**config.mk**
```make
export PLATFORM = sky130hd
export DESIGN_NAME = uart_rx_stream
export DESIGN_NICKNAME = d
export VERILOG_FILES = /design/src/rtl/uart_rx_stream.sv
export SDC_FILE = /design/constraint.sdc
export NUM_CORES = 1
export LEC_CHECK = 0
export ABC_AREA = 1
export CORE_AREA = 2 2 114 116
export CTS_BUF_LIST = sky130_fd_sc_hd__clkbuf_4 sky130_fd_sc_hd__clkbuf_8
export CTS_CLUSTER_SIZE = 8
export DETAILED_ROUTE_END_ITERATION = 6
export DIE_AREA = 0 0 116 118
export GPL_TIMING_DRIVEN = 0
export PLACE_DENSITY = 0.83
export SYNTH_ARGS = -nofsm -noshare
export SYNTH_HDL_FRONTEND = slang
export SYNTH_SLANG_ARGS = --single-unit
```
**constraint.sdc**
```tcl
create_clock -name FPGA_SYSCLK -period 5.25 [get_ports FPGA_SYSCLK]
set_clock_uncertainty 0.2 [all_clocks]
set_input_delay 0.7875 -clock FPGA_SYSCLK [delete_from_list [all_inputs] [get_ports FPGA_SYSCLK]]
set_output_delay 0.7875 -clock FPGA_SYSCLK [all_outputs]
set_load 0.01 [all_outputs]
```
**src/rtl/uart_rx_stream.sv**
```systemverilog
`default_nettype none
// ============================================================================
// Module      : uart_rx_stream
// Description : 8N1 UART receiver with a 2-FF input synchroniser, mid-bit
//               sampling and a small receive FIFO presented as a valid/ready
//               byte stream. Bad stop bits and FIFO-full drops are reported
//               as single-cycle pulses.
// Revision    : 1.0 - initial release
// ============================================================================
module uart_rx_stream #(
    parameter int CLK_HZ     = 200000000,
    parameter int BAUD       = 115200,
    parameter int FIFO_DEPTH = 16
) (
    input  logic                          FPGA_SYSCLK,
    input  logic                          RESET,
    input  logic                          UART_TXD_IN,
    output logic [7:0]                    M_TDATA,
    output logic                          M_TVALID,
    input  logic                          M_TREADY,
    output logic                          FRAME_ERR,
    output logic                          OVERRUN,
    output logic [$clog2(FIFO_DEPTH):0]   FIFO_LEVEL
);

    localparam int CLKS_PER_BIT = CLK_HZ / BAUD;
    localparam int CNT_W        = $clog2(CLKS_PER_BIT);
    localparam int AW           = $clog2(FIFO_DEPTH);

    localparam logic [CNT_W-1:0] HALF_LAST = CNT_W'(CLKS_PER_BIT / 2 - 1);
    localparam logic [CNT_W-1:0] BIT_LAST  = CNT_W'(CLKS_PER_BIT - 1);

    typedef enum logic [1:0] {
        S_IDLE  = 2'd0,
        S_START = 2'd1,
        S_DATA  = 2'd2,
        S_STOP  = 2'd3
    } state_t;

    // ------------------------------------------------------------------
    // Receiver signals
    // ------------------------------------------------------------------
    logic             sync1;
    logic             rxs;
    state_t           state, state_n;
    logic [CNT_W-1:0] bit_cnt, bit_cnt_n;
    logic [2:0]       bit_idx, bit_idx_n;
    logic [7:0]       shift, shift_n;
    logic             wait_high, wait_high_n;
    logic             stop_ok;
    logic             stop_bad;

    // ------------------------------------------------------------------
    // FIFO signals
    // ------------------------------------------------------------------
    logic [7:0]  mem [FIFO_DEPTH];
    logic [AW:0] wr_ptr;
    logic [AW:0] rd_ptr;
    logic        empty;
    logic        full;
    logic        pop;
    logic        do_write;
    logic        drop;

    // Two-stage synchroniser for the asynchronous serial line, idle high.
    always_ff @(posedge FPGA_SYSCLK or posedge RESET) begin
        if (RESET) begin
            sync1 <= 1'b1;
            rxs   <= 1'b1;
        end else begin
            sync1 <= UART_TXD_IN;
            rxs   <= sync1;
        end
    end

    // Receiver state register and bit timing counters.
    always_ff @(posedge FPGA_SYSCLK or posedge RESET) begin
        if (RESET) begin
            state     <= S_IDLE;
            bit_cnt   <= '0;
            bit_idx   <= '0;
            shift     <= '0;
            wait_high <= 1'b0;
        end else begin
            state     <= state_n;
            bit_cnt   <= bit_cnt_n;
            bit_idx   <= bit_idx_n;
            shift     <= shift_n;
            wait_high <= wait_high_n;
        end
    end

    // Next-state logic: half-bit start check, 8 data samples, stop sample.
    always_comb begin
        state_n     = state;
        bit_cnt_n   = bit_cnt;
        bit_idx_n   = bit_idx;
        shift_n     = shift;
        wait_high_n = wait_high;
        stop_ok     = 1'b0;
        stop_bad    = 1'b0;
        case (state)
            S_IDLE: begin
                bit_cnt_n = '0;
                bit_idx_n = '0;
                // After a framing error the line must go high again before a
                // new start bit is accepted, so a held break does not retrigger.
                if (rxs) begin
                    wait_high_n = 1'b0;
                end else if (!wait_high) begin
                    state_n = S_START;
                end
            end
            S_START: begin
                if (bit_cnt == HALF_LAST) begin
                    bit_cnt_n = '0;
                    state_n   = rxs ? S_IDLE : S_DATA;
                end else begin
                    bit_cnt_n = bit_cnt + 1'b1;
                end
            end
            S_DATA: begin
                if (bit_cnt == BIT_LAST) begin
                    bit_cnt_n = '0;
                    shift_n   = {rxs, shift[7:1]};
                    if (bit_idx == 3'd7) begin
                        state_n = S_STOP;
                    end else begin
                        bit_idx_n = bit_idx + 3'd1;
                    end
                end else begin
                    bit_cnt_n = bit_cnt + 1'b1;
                end
            end
            S_STOP: begin
                if (bit_cnt == BIT_LAST) begin
                    bit_cnt_n = '0;
                    state_n   = S_IDLE;
                    if (rxs) begin
                        stop_ok = 1'b1;
                    end else begin
                        stop_bad    = 1'b1;
                        wait_high_n = 1'b1;
                    end
                end else begin
                    bit_cnt_n = bit_cnt + 1'b1;
                end
            end
            default: state_n = S_IDLE;
        endcase
    end

    // FIFO status. A pop in the same cycle as a write to a full FIFO frees
    // the slot being written, so that write is accepted.
    assign empty    = (wr_ptr == rd_ptr);
    assign full     = (wr_ptr[AW] != rd_ptr[AW]) && (wr_ptr[AW-1:0] == rd_ptr[AW-1:0]);
    assign pop      = M_TVALID && M_TREADY;
    assign do_write = stop_ok && (!full || pop);
    assign drop     = stop_ok && full && !pop;

    // FIFO pointers and the registered error pulses.
    always_ff @(posedge FPGA_SYSCLK or posedge RESET) begin
        if (RESET) begin
            wr_ptr    <= '0;
            rd_ptr    <= '0;
            FRAME_ERR <= 1'b0;
            OVERRUN   <= 1'b0;
        end else begin
            if (do_write) begin
                wr_ptr <= wr_ptr + 1'b1;
            end
            if (pop) begin
                rd_ptr <= rd_ptr + 1'b1;
            end
            FRAME_ERR <= stop_bad;
            OVERRUN   <= drop;
        end
    end

    // FIFO storage; contents are only visible through valid pointers.
    always_ff @(posedge FPGA_SYSCLK) begin
        if (do_write) begin
            mem[wr_ptr[AW-1:0]] <= shift;
        end
    end

    assign M_TVALID   = !empty;
    assign M_TDATA    = M_TVALID ? mem[rd_ptr[AW-1:0]] : 8'h00;
    assign FIFO_LEVEL = wr_ptr - rd_ptr;

endmodule
`default_nettype wire

```
# Word level (Yosys, flattened, before mapping)
# Memories as Yosys holds them, arrays and structs flattened.
# Index checks and enable logic that the tools add are counted.
dict set report totals {
  out_inout_bits 16
  ramBits 128
  elab_cells 79
  ff_bits 39
  n_memories 1
}
# name depth width read_ports rd_ports_with_merged_regs wr line_no
set mem_list {}
lappend mem_list {mem 16 8 1 0 1 56} ;# logic [7:0] mem [FIFO_DEPTH];
dict set report op_classes {
  n_eq_ne 18
  reduce_logical 17
  add_sub_neg 5
  n_mux 27
}
# operator n
set ops {}
lappend ops {{$pmux 11 s3} 1}
lappend ops {{$mux 11} 2}
lappend ops {{$ne 2x2->1 const B} 9}
lappend ops {{$mux 2} 7}
lappend ops {{$add 11x1->11 const B} 1}
lappend ops {{$eq 11x10->1 const B} 1}
lappend ops {{$eq 11x11->1 const B} 1}
lappend ops {{$mux 1} 11}
lappend ops {{$add 5x1->5 const B} 2}
lappend ops {{$mux 8} 1}
lappend ops {{$pmux 2 s4} 1}
lappend ops {{$mux 3} 2}
lappend ops {{$pmux 3 s2} 1}
lappend ops {{$reduce_and 6->1} 1}
lappend ops {{$eq 5x5->1} 1}
lappend ops {{$logic_and 1x1->1} 5}
lappend ops {{$sub 5x5->5} 1}
lappend ops {{$eq 2x2->1 const B} 2}
lappend ops {{$eq 4x4->1} 1}
lappend ops {{$reduce_and 4->1} 1}
lappend ops {{$reduce_bool 2->1} 2}
lappend ops {{$add 3x1->3 const B} 1}
lappend ops {{$eq 3x3->1 const B} 1}
lappend ops {{$logic_not 1->1} 3}
lappend ops {{other kinds (8)} 8}

# Logic depth before layout (Yosys ltp)
dict set report logic_depth {
  word_depth 7
  depth_mapped 12
}

# Worst setup path before layout
# No wires, ideal clock.
dict set report synth_timing {
  kind {flip-flop to output port}
  start {register rd_ptr[1]}
  end {output M_TDATA[0]}
  arrival_ps 1744
  t_required_ps 4263
  stages_incl_launch_ff 10
  n_path_buf 2
  slack_ps 2518
  cell_sequence {dfrtp_1 -> buf_2 -> inv_2 -> buf_2 -> ha_1 -> nand4_1 -> inv_1 -> nand2_2 -> inv_1 -> a21oi_1}
}
dict set report synth_via {
  elab_chain_len 2
  word_cells_on_any_way 3
  classes_between {eq/ne (1); mux (1); memory (1)}
}
# element line_no
set synth_rtl {}
lappend synth_rtl {{from (decl)} 58} ;# logic [AW:0] rd_ptr;
lappend synth_rtl {{from (signal assigned)} 173} ;# rd_ptr <= rd_ptr + 1'b1;
lappend synth_rtl {{$mem_v2 16x8 or $eq 5x5->1 (tied branches)} -}
lappend synth_rtl {{$mux 8 (*)} 188} ;# assign M_TDATA = M_TVALID ? mem[rd_ptr[AW-1:0]] : 8'h00;
lappend synth_rtl {{to (decl)} 18} ;# output logic [7:0] M_TDATA,
# Every way passes the cells marked *; elsewhere a longest branch is shown, timed or not.

# Worst setup path after layout
dict set report layout_timing {
  start {register rd_ptr[3]}
  end {output M_TDATA[7]}
}
# Same word-level chain as after synthesis.

==> flow_metrics.tcl <==
set metrics [dict create \
    hp-start "sync1$_DFF_PP1_" \
    r2r-start "rd_ptr[3]$_DFFE_PP0P_" \
    fin_crit_sh_pct 80.9 \
    slowest_delay_ns 0.59 \
    drtIter0Drc 557 \
    setup_viol 0 \
    ir_drop_mv 0.231 \
    path_clk_slew_ns 0.09 \
    drv_cap 0 \
    gp_congestion 0.919 \
    cp_max_fo 10 \
    cp.required_ns 4.26 \
    grt_max_degree 40 \
    fmax_mhz 235 \
    min_to "rxs$_DFF_PP1_" \
    ant_nets 0 \
    hold_slack_ns 0.160 \
    numPlacedInstances 917 \
    hpwl_um 11000 \
    wirelength_um 16500 \
    io_buffers 19 \
    whs_path_depth 0 \
    final_cell_mix "nand2_1 (227), edfxtp_1 (128), nor2_1 (104)" \
    setup_slack_ns 1.00 \
    cp.arrival_ns 3.26 \
    rr_worst_depth 8 \
    worstSetupPathType "reg2out" \
    numCtsBuffers 17 \
    vias 5269 \
    io_pins 20 \
    cts_hold_buffers 0 \
    die_x_um 116 \
    place_area_um2 7790 \
    synth_seq_cells 167 \
    grt_pass1_wl_um 26800 \
    grt-ovfl-total 0 \
    cts_max_level 4 \
    cts_sinks 167 \
    std_cell_rows 41 \
    cp-start-kind "register" \
    wl_met1_um 6520 \
    drc_errors 0 \
    yosys_warnings 0 \
    hold_viol 0 \
    final_nets 781 \
    fin_util_pct 66.1 \
    top_layer "met4" \
    cts_root_buf "clkbuf_8" \
    clk_latency_ns 0.45 \
    tns_ns 0 \
    cellPowerDensity_nw_per_um2 428 \
    antennaDiodeCount 0 \
    slowest_stage "clkdlybuf4s50_1" \
    grt_pass1_vias 5400 \
    syn-num-nets 743 \
    rsz0062_at_grt "false" \
    synth_cells 726 \
    wl_met2_um 8150 \
    r2r_end "mem[6][4]$_DFFE_PP_" \
    yosysSeqAreaShare_pct 65.3 \
    postCtsResizedCells 0 \
    reg2reg_slack_ns 2.05 \
    wl_per_cell_um 17.4 \
    slew-limit-headroom_pct 43.9 \
    crit_chain "inv_1 > clkbuf_1 > ha_1 > nand4_1 > inv_1 > nand2_2 > inv_1 > a21oi_1 > clkdlybuf4s50_1" \
    synth.distinct_cells 33 \
    final_area_um2 8200 \
    p_total_mw 3.51 \
    drv_slew 0 \
    cp_common_cell "inv_1" \
    cts_buffer_depth 2 \
    die_y_um 118 \
    status "finished clean" \
    power.leakage_nw 3.70 \
    syn_avg_cell_area_um2 10.2 \
    tightest_slew_ns 0.838 \
    dp_slack_ns 1.59 \
    tritoncts "done" \
    postCtsSetupBuffers 0 \
    core_um2 12400 \
    area_growth_pct 11.1 \
    initial_utilization_pct 59.5 \
    critPathCaptureType "output port" \
    final_common_cell "nand2_1" \
    period_minus_slack_ns 4.25 \
    netlist_area_um2 7380 \
    avgViaCountPerCell 5.55 \
    drtPass1Iterations 5 \
    fin_cells 949 \
    hold_class "reg2reg" \
    dieArea_um2 13700 \
    grt_usage_pct 26.1 \
    antenna_found_initial 0 \
    drive_gt1_share_pct 9.14 \
    wl_met3_um 1480 \
]
## synthesized netlist by cell type (all sizes together)
| cell type | n | area [µm²] |
|---|---|---|
| xor2 | 9 | 78.8 |
| nor3 | 5 | 36.3 |
| nor2 | 106 | 417 |
| dfstp | 2 | 52.6 |
| nand4 | 3 | 18.8 |
| clkinv | 4 | 16.3 |
| buf | 17 | 92.6 |
| clkbuf | 7 | 26.3 |
| o21ai | 52 | 260 |
| a31o | 1 | 8.76 |
| nand2 | 235 | 927 |
| nand3b | 1 | 7.51 |
| fa | 1 | 20.0 |
| nand3 | 47 | 240 |
| ha | 12 | 150 |
| or2 | 1 | 6.26 |
| inv | 42 | 158 |
| a21oi | 13 | 65.1 |
| edfxtp | 128 | 3840 |
| xnor2 | 3 | 33.8 |
| dfrtp | 37 | 926 |
## worst max path at each step
| stage | from | endpoint | slack (ns) | depth (start not counted) |
|---|---|---|---|---|
| after floorplan | rd_ptr[1]$_DFFE_PP0P_ | M_TDATA[0] | 2.52 | 9 |
| after global placement | rd_ptr[1]$_DFFE_PP0P_ | M_TDATA[7] | 1.72 | 10 |
| after detailed placement | rd_ptr[3]$_DFFE_PP0P_ | M_TDATA[3] | 1.59 | 9 |
| after CTS | rd_ptr[3]$_DFFE_PP0P_ | M_TDATA[3] | 1.07 | 9 |
| after global routing | rd_ptr[1]$_DFFE_PP0P_ | M_TDATA[3] | 0.91 | 10 |
| final | rd_ptr[3]$_DFFE_PP0P_ | M_TDATA[7] | 1.00 | 9 |
## flip-flops by register name, summed over array words and instances, names as in the netlist, named ones only
name / count
FRAME_ERR: 1
OVERRUN: 1
bit_cnt: 11
bit_idx: 3
mem: 128
rd_ptr: 5
rxs: 1
shift: 8
state: 1
sync1: 1
wait_high: 1
wr_ptr: 5
## routing by layer
metal	up-vias	GRT usage, %
li1	2470	-
met1	2506	34.3
met2	260	41.2
met3	33	6.08
met4	0	12.0
met5	-	0
## cell type report
type	count	area, µm²
fillers	934	4210
plain buffers	24	119
well taps	172	215
multi-input cells	489	2270
clock buffers	18	241
flip-flops and latches	167	4820
clock inverters	14	173
inverters	46	174
repair buffers	19	190
## power by group
part           internal (mW)  switching [mW]  leakage (nW)  total [mW]
Clock                  0.481           0.467         0.217       0.948
Combinational          0.394           0.710          1.48        1.10
Sequential              1.43          0.0287          2.00        1.45
## worst max-delay path, delay by kind of cell (launching register included)
kind,cells,cell delay (ns)
compound gates,1,0.25
fa+ha+maj,1,0.39
buf+inv,5,1.42
flops,1,0.42
simple gates,2,0.31
## cells by family (layout without fill, tap and decap cells)
family / count (synthesis) / in the layout / share of synthesized area (%)
AO/OA/AOI/OAI: 66 / 66 / 4.52
XOR/XNOR: 12 / 12 / 1.53
adder cells (fa/ha/maj): 13 / 13 / 2.30
buffers and inverters: 70 / 121 / 3.96
flip-flops: 167 / 167 / 65.3
AND/OR/NAND/NOR: 398 / 398 / 22.4
Note: power is estimated with default switching activity, not from simulation.
